<file path="config.mk">
export PLATFORM = sky130hd
export DESIGN_NAME = cmd_decoder_mc
export DESIGN_NICKNAME = d
export VERILOG_FILES = /design/src/rtl/cmd_decoder_mc.sv
export SDC_FILE = /design/constraint.sdc
export NUM_CORES = 1
export LEC_CHECK = 0
export ABC_AREA = 1
export BUFFER_PORTS_ARGS = -buffer_cell sky130_fd_sc_hd__clkbuf_2
export CAP_MARGIN = 15
export CORE_UTILIZATION = 31
export CTS_BUF_LIST = sky130_fd_sc_hd__clkbuf_16
export DETAILED_ROUTE_END_ITERATION = 10
export GPL_ROUTABILITY_DRIVEN = 1
export SKIP_LAST_GASP = 1
export SLEW_MARGIN = 20
export SYNTH_ARGS = -nofsm -noshare
export SYNTH_HDL_FRONTEND = slang
export SYNTH_SLANG_ARGS = --single-unit
</file>
<file path="constraint.sdc">
create_clock -name clk_i -period 4.4 [get_ports clk_i]
set_input_delay 0.44 -clock clk_i [delete_from_list [all_inputs] [get_ports clk_i]]
set_output_delay 0.44 -clock clk_i [all_outputs]
set_load 0.01 [all_outputs]
</file>
<file path="src/rtl/cmd_decoder_mc.sv">
// Multi-channel UART command decoder.
// Parses framed commands from the UART receiver, range-checks the channel and
// amount fields, aborts stalled frames on timeout and posts accepted frames on
// a registered commit bus with a per-channel control bank.
// Optional build macro: CMD_DEC_CHECKSUM_EN (adds a trailing XOR checksum byte).
module cmd_decoder_mc #(
  parameter int DATA_BIT    = 32,
  parameter int CH_NUM      = 8,
  parameter int TIMEOUT_CYC = 200000
) (
  input  logic                  clk_i,
  input  logic                  rst_ni,
  input  logic [7:0]            data_i,
  input  logic                  rx_done_tick_i,
  output logic [7:0]            cmd_o,
  output logic [7:0]            ch_o,
  output logic [7:0]            amount_o,
  output logic [DATA_BIT-1:0]   pattern_o,
  output logic [7:0]            arg0_o,
  output logic [7:0]            arg1_o,
  output logic [CH_NUM-1:0]     enable_o,
  output logic [CH_NUM-1:0]     idle_o,
  output logic [2*CH_NUM-1:0]   mode_o,
  output logic                  done_tick_o,
  output logic                  err_tick_o,
  output logic [2:0]            err_code_o
);

  localparam int NB = DATA_BIT / 8;
  localparam int TW = $clog2(TIMEOUT_CYC + 1);
  localparam int CW = $clog2(NB + 1);

  // Command codes shared with the host-side tooling.
  localparam logic [7:0] CMD_PERIOD = 8'h01;
  localparam logic [7:0] CMD_FREQ   = 8'h02;
  localparam logic [7:0] CMD_DATA   = 8'h03;
  localparam logic [7:0] CMD_CTRL   = 8'h04;
  localparam logic [7:0] CMD_REPEAT = 8'h05;

  localparam logic [2:0] S_IDLE = 3'd0;
  localparam logic [2:0] S_CHAN = 3'd1;
  localparam logic [2:0] S_AMT  = 3'd2;
  localparam logic [2:0] S_PAY  = 3'd3;
  localparam logic [2:0] S_CSUM = 3'd4;

  logic [2:0]          state;
  logic [7:0]          cmd_q;
  logic [CW-1:0]       cnt;
  logic [TW-1:0]       timer;
  logic [7:0]          ch_q, amt_q, a0_q, a1_q, csum_q;
  logic [DATA_BIT-1:0] pat_q;
  logic [DATA_BIT-1:0] pat_n;
  logic [7:0]          a0_n, a1_n;
  logic                pay_last;
  logic                commit;

  // Pattern bytes enter at the top so the first byte ends up in bits [7:0].
  function automatic logic [DATA_BIT-1:0] shift_in(input logic [DATA_BIT-1:0] p,
                                                   input logic [7:0] b);
    logic [DATA_BIT-1:0] wide;
    wide = DATA_BIT'(b);
    return (p >> 8) | (wide << (DATA_BIT - 8));
  endfunction

  // Number of bytes collected in S_PAY for a given command.
  function automatic int pay_len(input logic [7:0] c);
    case (c)
      CMD_PERIOD:         return 2;
      CMD_FREQ, CMD_DATA: return NB;
      default:            return 1;
    endcase
  endfunction

  // Shadow registers as they look including the byte arriving this cycle;
  // commit reads these so the last payload byte needs no extra cycle.
  always_comb begin
    pat_n    = pat_q;
    a0_n     = a0_q;
    a1_n     = a1_q;
    pay_last = 1'b0;
    if (state == S_PAY && rx_done_tick_i) begin
      pat_n = shift_in(pat_q, data_i);
      if (cnt == CW'(0)) a0_n = data_i;
      if (cnt == CW'(1)) a1_n = data_i;
      pay_last = (32'(cnt) == pay_len(cmd_q) - 1);
    end
  end

`ifdef CMD_DEC_CHECKSUM_EN
  assign commit = (state == S_CSUM) && rx_done_tick_i && (data_i == csum_q);
`else
  assign commit = pay_last;
`endif

  // Frame shadow data: channel, amount, payload bytes and running checksum.
  always_ff @(posedge clk_i) begin
    pat_q <= pat_n;
    a0_q  <= a0_n;
    a1_q  <= a1_n;
    if (rx_done_tick_i) begin
      csum_q <= (state == S_IDLE) ? data_i : (csum_q ^ data_i);
      if (state == S_CHAN) ch_q  <= data_i;
      if (state == S_AMT)  amt_q <= data_i;
    end
  end

  // Frame FSM, inter-byte timer, error reporting and commit bus / banks.
  always_ff @(posedge clk_i) begin
    if (!rst_ni) begin
      state       <= S_IDLE;
      cmd_q       <= 8'h00;
      cnt         <= '0;
      timer       <= '0;
      cmd_o       <= 8'h00;
      ch_o        <= 8'h00;
      amount_o    <= 8'h00;
      pattern_o   <= '0;
      arg0_o      <= 8'h00;
      arg1_o      <= 8'h00;
      enable_o    <= '0;
      idle_o      <= '0;
      mode_o      <= '0;
      done_tick_o <= 1'b0;
      err_tick_o  <= 1'b0;
      err_code_o  <= 3'd0;
    end else begin
      done_tick_o <= 1'b0;
      err_tick_o  <= 1'b0;
      if (rx_done_tick_i || state == S_IDLE) timer <= '0;
      else                                   timer <= timer + TW'(1);

      if (rx_done_tick_i) begin
        case (state)
          S_IDLE: begin
            cnt   <= '0;
            cmd_q <= data_i;
            case (data_i)
              CMD_DATA, CMD_CTRL, CMD_REPEAT: state <= S_CHAN;
              CMD_FREQ:                       state <= S_AMT;
              CMD_PERIOD:                     state <= S_PAY;
              default: begin
                err_tick_o <= 1'b1;
                err_code_o <= 3'd1;
              end
            endcase
          end
          S_CHAN: begin
            if (32'(data_i) >= CH_NUM) begin
              err_tick_o <= 1'b1;
              err_code_o <= 3'd2;
              state      <= S_IDLE;
            end else begin
              state <= (cmd_q == CMD_DATA) ? S_AMT : S_PAY;
            end
          end
          S_AMT: begin
            if (data_i == 8'h00 || 32'(data_i) > DATA_BIT) begin
              err_tick_o <= 1'b1;
              err_code_o <= 3'd3;
              state      <= S_IDLE;
            end else begin
              state <= S_PAY;
            end
          end
          S_PAY: begin
            cnt <= cnt + CW'(1);
`ifdef CMD_DEC_CHECKSUM_EN
            if (pay_last) state <= S_CSUM;
`else
            if (pay_last) state <= S_IDLE;
`endif
          end
          S_CSUM: begin
            state <= S_IDLE;
            if (!commit) begin
              err_tick_o <= 1'b1;
              err_code_o <= 3'd5;
            end
          end
          default: state <= S_IDLE;
        endcase
      end else if (state != S_IDLE && timer == TW'(TIMEOUT_CYC - 1)) begin
        err_tick_o <= 1'b1;
        err_code_o <= 3'd4;
        state      <= S_IDLE;
        timer      <= '0;
      end

      if (commit) begin
        done_tick_o <= 1'b1;
        cmd_o       <= cmd_q;
        case (cmd_q)
          CMD_PERIOD: begin
            ch_o   <= 8'h00;
            arg0_o <= a0_n;
            arg1_o <= a1_n;
          end
          CMD_FREQ: begin
            ch_o      <= 8'h00;
            amount_o  <= amt_q;
            pattern_o <= pat_n;
          end
          CMD_DATA: begin
            ch_o      <= ch_q;
            amount_o  <= amt_q;
            pattern_o <= pat_n;
          end
          CMD_CTRL: begin
            ch_o <= ch_q;
            for (int k = 0; k < CH_NUM; k++) begin
              if (32'(ch_q) == k) begin
                enable_o[k]     <= a0_n[0];
                mode_o[2*k +: 2] <= a0_n[2:1];
                idle_o[k]       <= a0_n[3];
              end
            end
          end
          CMD_REPEAT: begin
            ch_o   <= ch_q;
            arg0_o <= a0_n;
          end
          default: ;
        endcase
      end
    end
  end

endmodule

</file>
# ---- After elaboration in Yosys (flattened, before gate mapping)
# Index checks and enable logic that the tools add are counted.
dict set report classes {
  bitwise_logic 1
  n_reduce_logical 36
  muxes 36
  addsub 3
  order_cmp 2
  n_eq_ne 31
}
# cell n
set ops {}
lappend ops {{equality test 8 x 3 -> 1 bit, second input constant} 8}
lappend ops {{two-way mux 32 bit} 2}
lappend ops {{two-way mux 18 bit} 3}
lappend ops {{equality test 8 x 2 -> 1 bit, second input constant} 6}
lappend ops {{equality test 3 x 32 -> 1 bit} 1}
lappend ops {{two-way mux 8 bit} 4}
lappend ops {{bitwise OR 24 x 32 -> 32 bit} 1}
lappend ops {{subtractor 32 x 1 -> 32 bit, second input constant} 1}
lappend ops {{two-way mux 3 bit} 9}
lappend ops {{AND reduction 3 bit} 9}
lappend ops {{equality test 8 x 1 -> 1 bit, second input constant} 3}
lappend ops {{case mux 3 bit (4 select lines)} 2}
lappend ops {{adder 18 x 1 -> 18 bit, second input constant} 1}
lappend ops {{equality test 18 bit, second input constant} 1}
lappend ops {{zero test 8 bit} 2}
lappend ops {{case mux 8 bit (2 select lines)} 1}
lappend ops {{AND reduction 2 bit} 8}
lappend ops {{case mux 3 bit (2 select lines)} 2}
lappend ops {{two-way mux 1 bit} 9}
lappend ops {{!= test 3 bit, second input constant} 3}
lappend ops {{case mux 3 bit (3 select lines)} 1}
lappend ops {{greater-or-equal comparator 8 x 4 -> 1 bit, second input constant} 1}
lappend ops {{> comparator 8 x 6 -> 1 bit, second input constant} 1}
lappend ops {{equality test 3 x 1 -> 1 bit, second input constant} 2}
lappend ops {{17 further kinds} 28}
dict set report totals {
  out_inout_bits 109
  register_bits 205
  elab_cells 151
  inputBits 11
}

# ---- Depth between registers and ports, before layout
dict set report depth {
  word_depth 10
  depth_mapped 14
  mapped_depth_nobuf 13
}

# ---- Worst setup path after synthesis
# Ideal clock, no wire load.
dict set report synth_timing {
  path_type {reg-to-reg}
  startpoint {register state[0]}
  endpoint {register enable_o[3]}
  synth_period_minus_slack_ns 1.822
  stages_incl_launch_ff 11
  slack_ns 2.578
  setup_ns 0.110
  t_required_ns 4.290
  arrival_time_ns 1.712
  n_path_buf 1
  cell_sequence {dfxtp_1 -> ha_1 -> nand2_1 -> nor2_1 -> nand2_1 -> clkbuf_1 -> nand2_1 -> o21ai_2 -> nand4_1 -> nand2_1 -> nor2_1}
}
dict set report synth_via {
  elab_chain_len 4
  elab_cells_between_ends 5
  classes_between {1 x eq/ne; 2 x mux; 2 x reduce/logical}
}
# item line_no
set synth_rtl {}
lappend synth_rtl {{start, declared} 46} ;# logic [2:0] state;
lappend synth_rtl {{start signal, assigned} 153} ;# state <= (cmd_q == CMD_DATA) ? S_AMT : S_PAY;
lappend synth_rtl {{equality test 3 x 2 -> 1 bit *} 81} ;# if (state == S_PAY && rx_done_tick_i) begin
lappend synth_rtl {{logical AND 1 bit *} 81}
lappend synth_rtl {{two-way mux 1 bit} 81}
lappend synth_rtl {{AND reduction 3 bit (no source line)} --}
lappend synth_rtl {{end signal, assigned by index} 212} ;# enable_o[k] <= a0_n[0];
lappend synth_rtl {{end, declared} 21} ;# output logic [CH_NUM-1:0] enable_o,
# Every way passes the cells marked *; elsewhere a longest branch is shown, timed or not.
# A chain may end at the register's enable or synchronous reset.

# ---- Worst setup path after layout
dict set report layout_timing {
  startpoint {register cmd_q[3]}
  endpoint {register idle_o[0]}
}
dict set report layout_via {
  elab_chain_len 8
  elab_cells_between_ends 11
  classes_between {1 x add/sub; 5 x eq/ne; 3 x mux; 2 x reduce/logical}
}
# item line_no
set layout_rtl {}
lappend layout_rtl {{start, declared} 47} ;# logic [7:0] cmd_q;
lappend layout_rtl {{start signal, assigned} 136} ;# cmd_q <= data_i;
lappend layout_rtl {{equality test 8 x 2 -> 1 bit} 67} ;# case (c)
lappend layout_rtl {{OR reduction 2 bit (no source line)} --}
lappend layout_rtl {{case mux 3 bit (2 select lines)} 67}
lappend layout_rtl {{two-way mux 32 bit} 81}
lappend layout_rtl {{subtractor 32 x 1 -> 32 bit} 85} ;# pay_last = (32'(cnt) == pay_len(cmd_q) - 1);
lappend layout_rtl {{equality test 3 x 32 -> 1 bit} 85}
lappend layout_rtl {{two-way mux 1 bit} 81}
lappend layout_rtl {{AND reduction 3 bit (no source line) *} --}
lappend layout_rtl {{end signal, assigned by index} 214} ;# idle_o[k] <= a0_n[3];
lappend layout_rtl {{end, declared} 22} ;# output logic [CH_NUM-1:0] idle_o,
# Every way passes the cells marked *; elsewhere a longest branch is shown, timed or not. The select of a mux whose other input is x is not followed.

==> metrics.cfg <==
[run_status]
status = completed

[grt]
antenna_found_initial = 0
grt_max_degree = 109
gr-total-overflow = 0
grtUsageTotal = 0.151
grt_pass1_vias = 7503
grt_first_pass_wirelength_um = 37800

[drt]
wl_per_cell_um = 12.7
dr_total_vias = 7968
drt_wl_total_um = 23000
drcViolationCount = 0
drt_iter0_drc = 458
viasPerCell = 4.39
drt-pass1-iter-count = 5
drtAntennaViolNets = 0

[sta]
fin_crit_sh = 0.721
relSlewSlack = 0.319
setup_viol = 0
tns_ns = 0
worst_pin_slew_ns = 1.01
hold_viol = 0
rsz0062_at_grt = no
hold_ws_ns = 0.312
fmax_ghz = 0.315
fin_ws_ns = 1.23
slew_viol_final = 0
clock_skew_ns = 0.0111
fin_crit_ns = 3.17

[final_layout]
fill_cells = 3055
final_cells = 1815
diodes = 0
seq_area_um2 = 4240
drive_gt1_frac = 0.148
layout.nets = 1431
multi_input_area_um2 = 3550
syn2layout_area_growth_pct = 18.2
final_area_um2 = 10800
fin_util = 0.375

[worst_setup_path]
r2r_slack_ns = 1.23
crit_arrival_ns = 3.63
worstPathRequired_ns = 4.85
path_max_fanout = 64
r2r_start = cmd_q[3]
critPathLaunchType = flop
critical_path_class = flop to flop
crit_start = cmd_q[3]
end_kind = flop

[clock_network]
clockBufferDepth = 3
clkLatencyLatePin_ns = 0.52
cts_setup_buffers = 0
h-tree-depth = 1
cts.clk_slew.worst_paths_ns = 0.06
clock_sinks = 204
cts-resized-gates = 0
root_buffer = clkbuf_16
cts_tree = yes
ctsHoldBuffers = 0
cts_buffers = 25

[floorplanning]
fp.dieArea_um2 = 30300
io_pins = 120
coreArea_um2 = 28900
start_util = 0.317
chipHeight_um = 174
die_x_um = 174
row_count = 62

[synth]
ys_types = 36
netlist_instances = 1315
ys_warn_count = 0
synth.avg_cell_area_um2 = 6.98
synthArstFlopShare = 0
yosysTopAreaCell = dfxtp_1
netlist_area_um2 = 9170
ys_seq_elements = 204
yosysMostFrequentCell = inv_1
seq_area_frac_synth = 0.463
synth_edf_count = 16
yosys-top-cells-area = dfxtp_1, inv_1, nand2_1, nor2_1, nand4_1
ys.flop_type = dfxtp_1
synthTopCellsByCount = inv_1, nand2_1, dfxtp_1, nor2_1, nand4_1
syn_nets = 1334
synth_top_area_share = 0.410

[hold_path]
hp-start = data_i[2]
hold_path_class = input port to flop

[run]
drv_cap = 0

[placement]
place_congestion = 0.796
hpwl_um = 15500
io_buffers = 119
place_ws_ns = 1.25
postPlaceCellArea_um2 = 10100
place_inst = 1769

[power]
power.leakage_nw = 5.35
irDropWorstVdd_uv = 251
total_power_mw = 4.34
p_per_area_nw_per_um2 = 400

-- cells in the final DEF (no fill, tap or decap), types with 2 or more instances in the layout --
master       n
inv_1      300
nand2_1    284
dfxtp_1    188
nor2_1     161
clkbuf_2   118
nand4_1     96
o21ai_0     62
nand3_1     44
a21oi_1     33
or2_2       32
clkbuf_16   25
edfxtp_1    16
ha_1         8
clkinv_2     7
buf_4        7
nor3_1       5
clkinv_1     5
o21ai_2      4
xor2_1       4
inv_2        4
nand2_2      3
inv_6        3
nor3b_1      2
a31oi_1      2
a211oi_1     2
xnor2_1      2
bufinv_16    2
-- sequential cells by signal, summed over array words and instances, names as in the netlist, 16 cells and up --
register and flops:
pat_q 32, pattern_o 32, mode_o 16, timer 18
-- area by class of cell --
class / instances / share of cell area
clock buffer: 25 / 0.0577
clock inverter: 21 / 0.0145
inverter: 301 / 0.104
multi-input combinational: 754 / 0.327
sequential: 204 / 0.391
tap: 384 / 0.0443
timing repair buffer: 126 / 0.0604
-- kinds of logic (layout without fill, tap and decap cells) --
logic type	count (synthesis)	in the layout	share of synthesized area
AOI/OAI and AO/OA	107	107	0.0621
xor gates and xnor gates	6	6	0.00573
adders and majority gates	8	8	0.0109
buffers and inverters	357	473	0.150
DFF	204	204	0.463
and+or+nand+nor	633	633	0.308
-- report_power, final --
| group | switching [mW] | leakage (nW) | internal [mW] | total [mW] |
|---|---|---|---|---|
| registers | 0.0366 | 1.66 | 1.95 | 1.99 |
| logic | 0.259 | 3.29 | 0.119 | 0.377 |
| clock network | 0.816 | 0.403 | 1.15 | 1.97 |
-- worst max-delay path: stages, from the launching register on --
cell and delay [ns]:
dfxtp_1 0.41, inv_2 0.05, nand2_1 0.11, nor2_1 0.05, nand2_1 0.11, nand2_2 0.39
nand2_2 0.21, nand3_4 0.11, nor2_8 0.10, buf_4 0.53, buf_4 0.49, nand3_1 0.24
nand2_1 0.12, inv_1 0.04, nor2_1 0.11
-- path summary, 6_finish.rpt --
| kind | to | cells after the start |
|---|---|---|
| hold reg to reg | cmd_o[4] | 2 |
| hold / removal | ch_q[2] | 1 |
| setup reg to reg | idle_o[0] | 14 |
| setup / recovery | idle_o[0] | 14 |
-- routing by layer --
metal / vias to the layer above / track usage / share of wire
met4: 0 / 0.0471 / 0.024
li1: 4232 / - / -
met5: - / 0 / 0
met3: 40 / 0.0370 / 0.067
met1: 3533 / 0.196 / 0.46
met2: 163 / 0.246 / 0.45
Note: power is estimated with default switching activity, not from simulation.
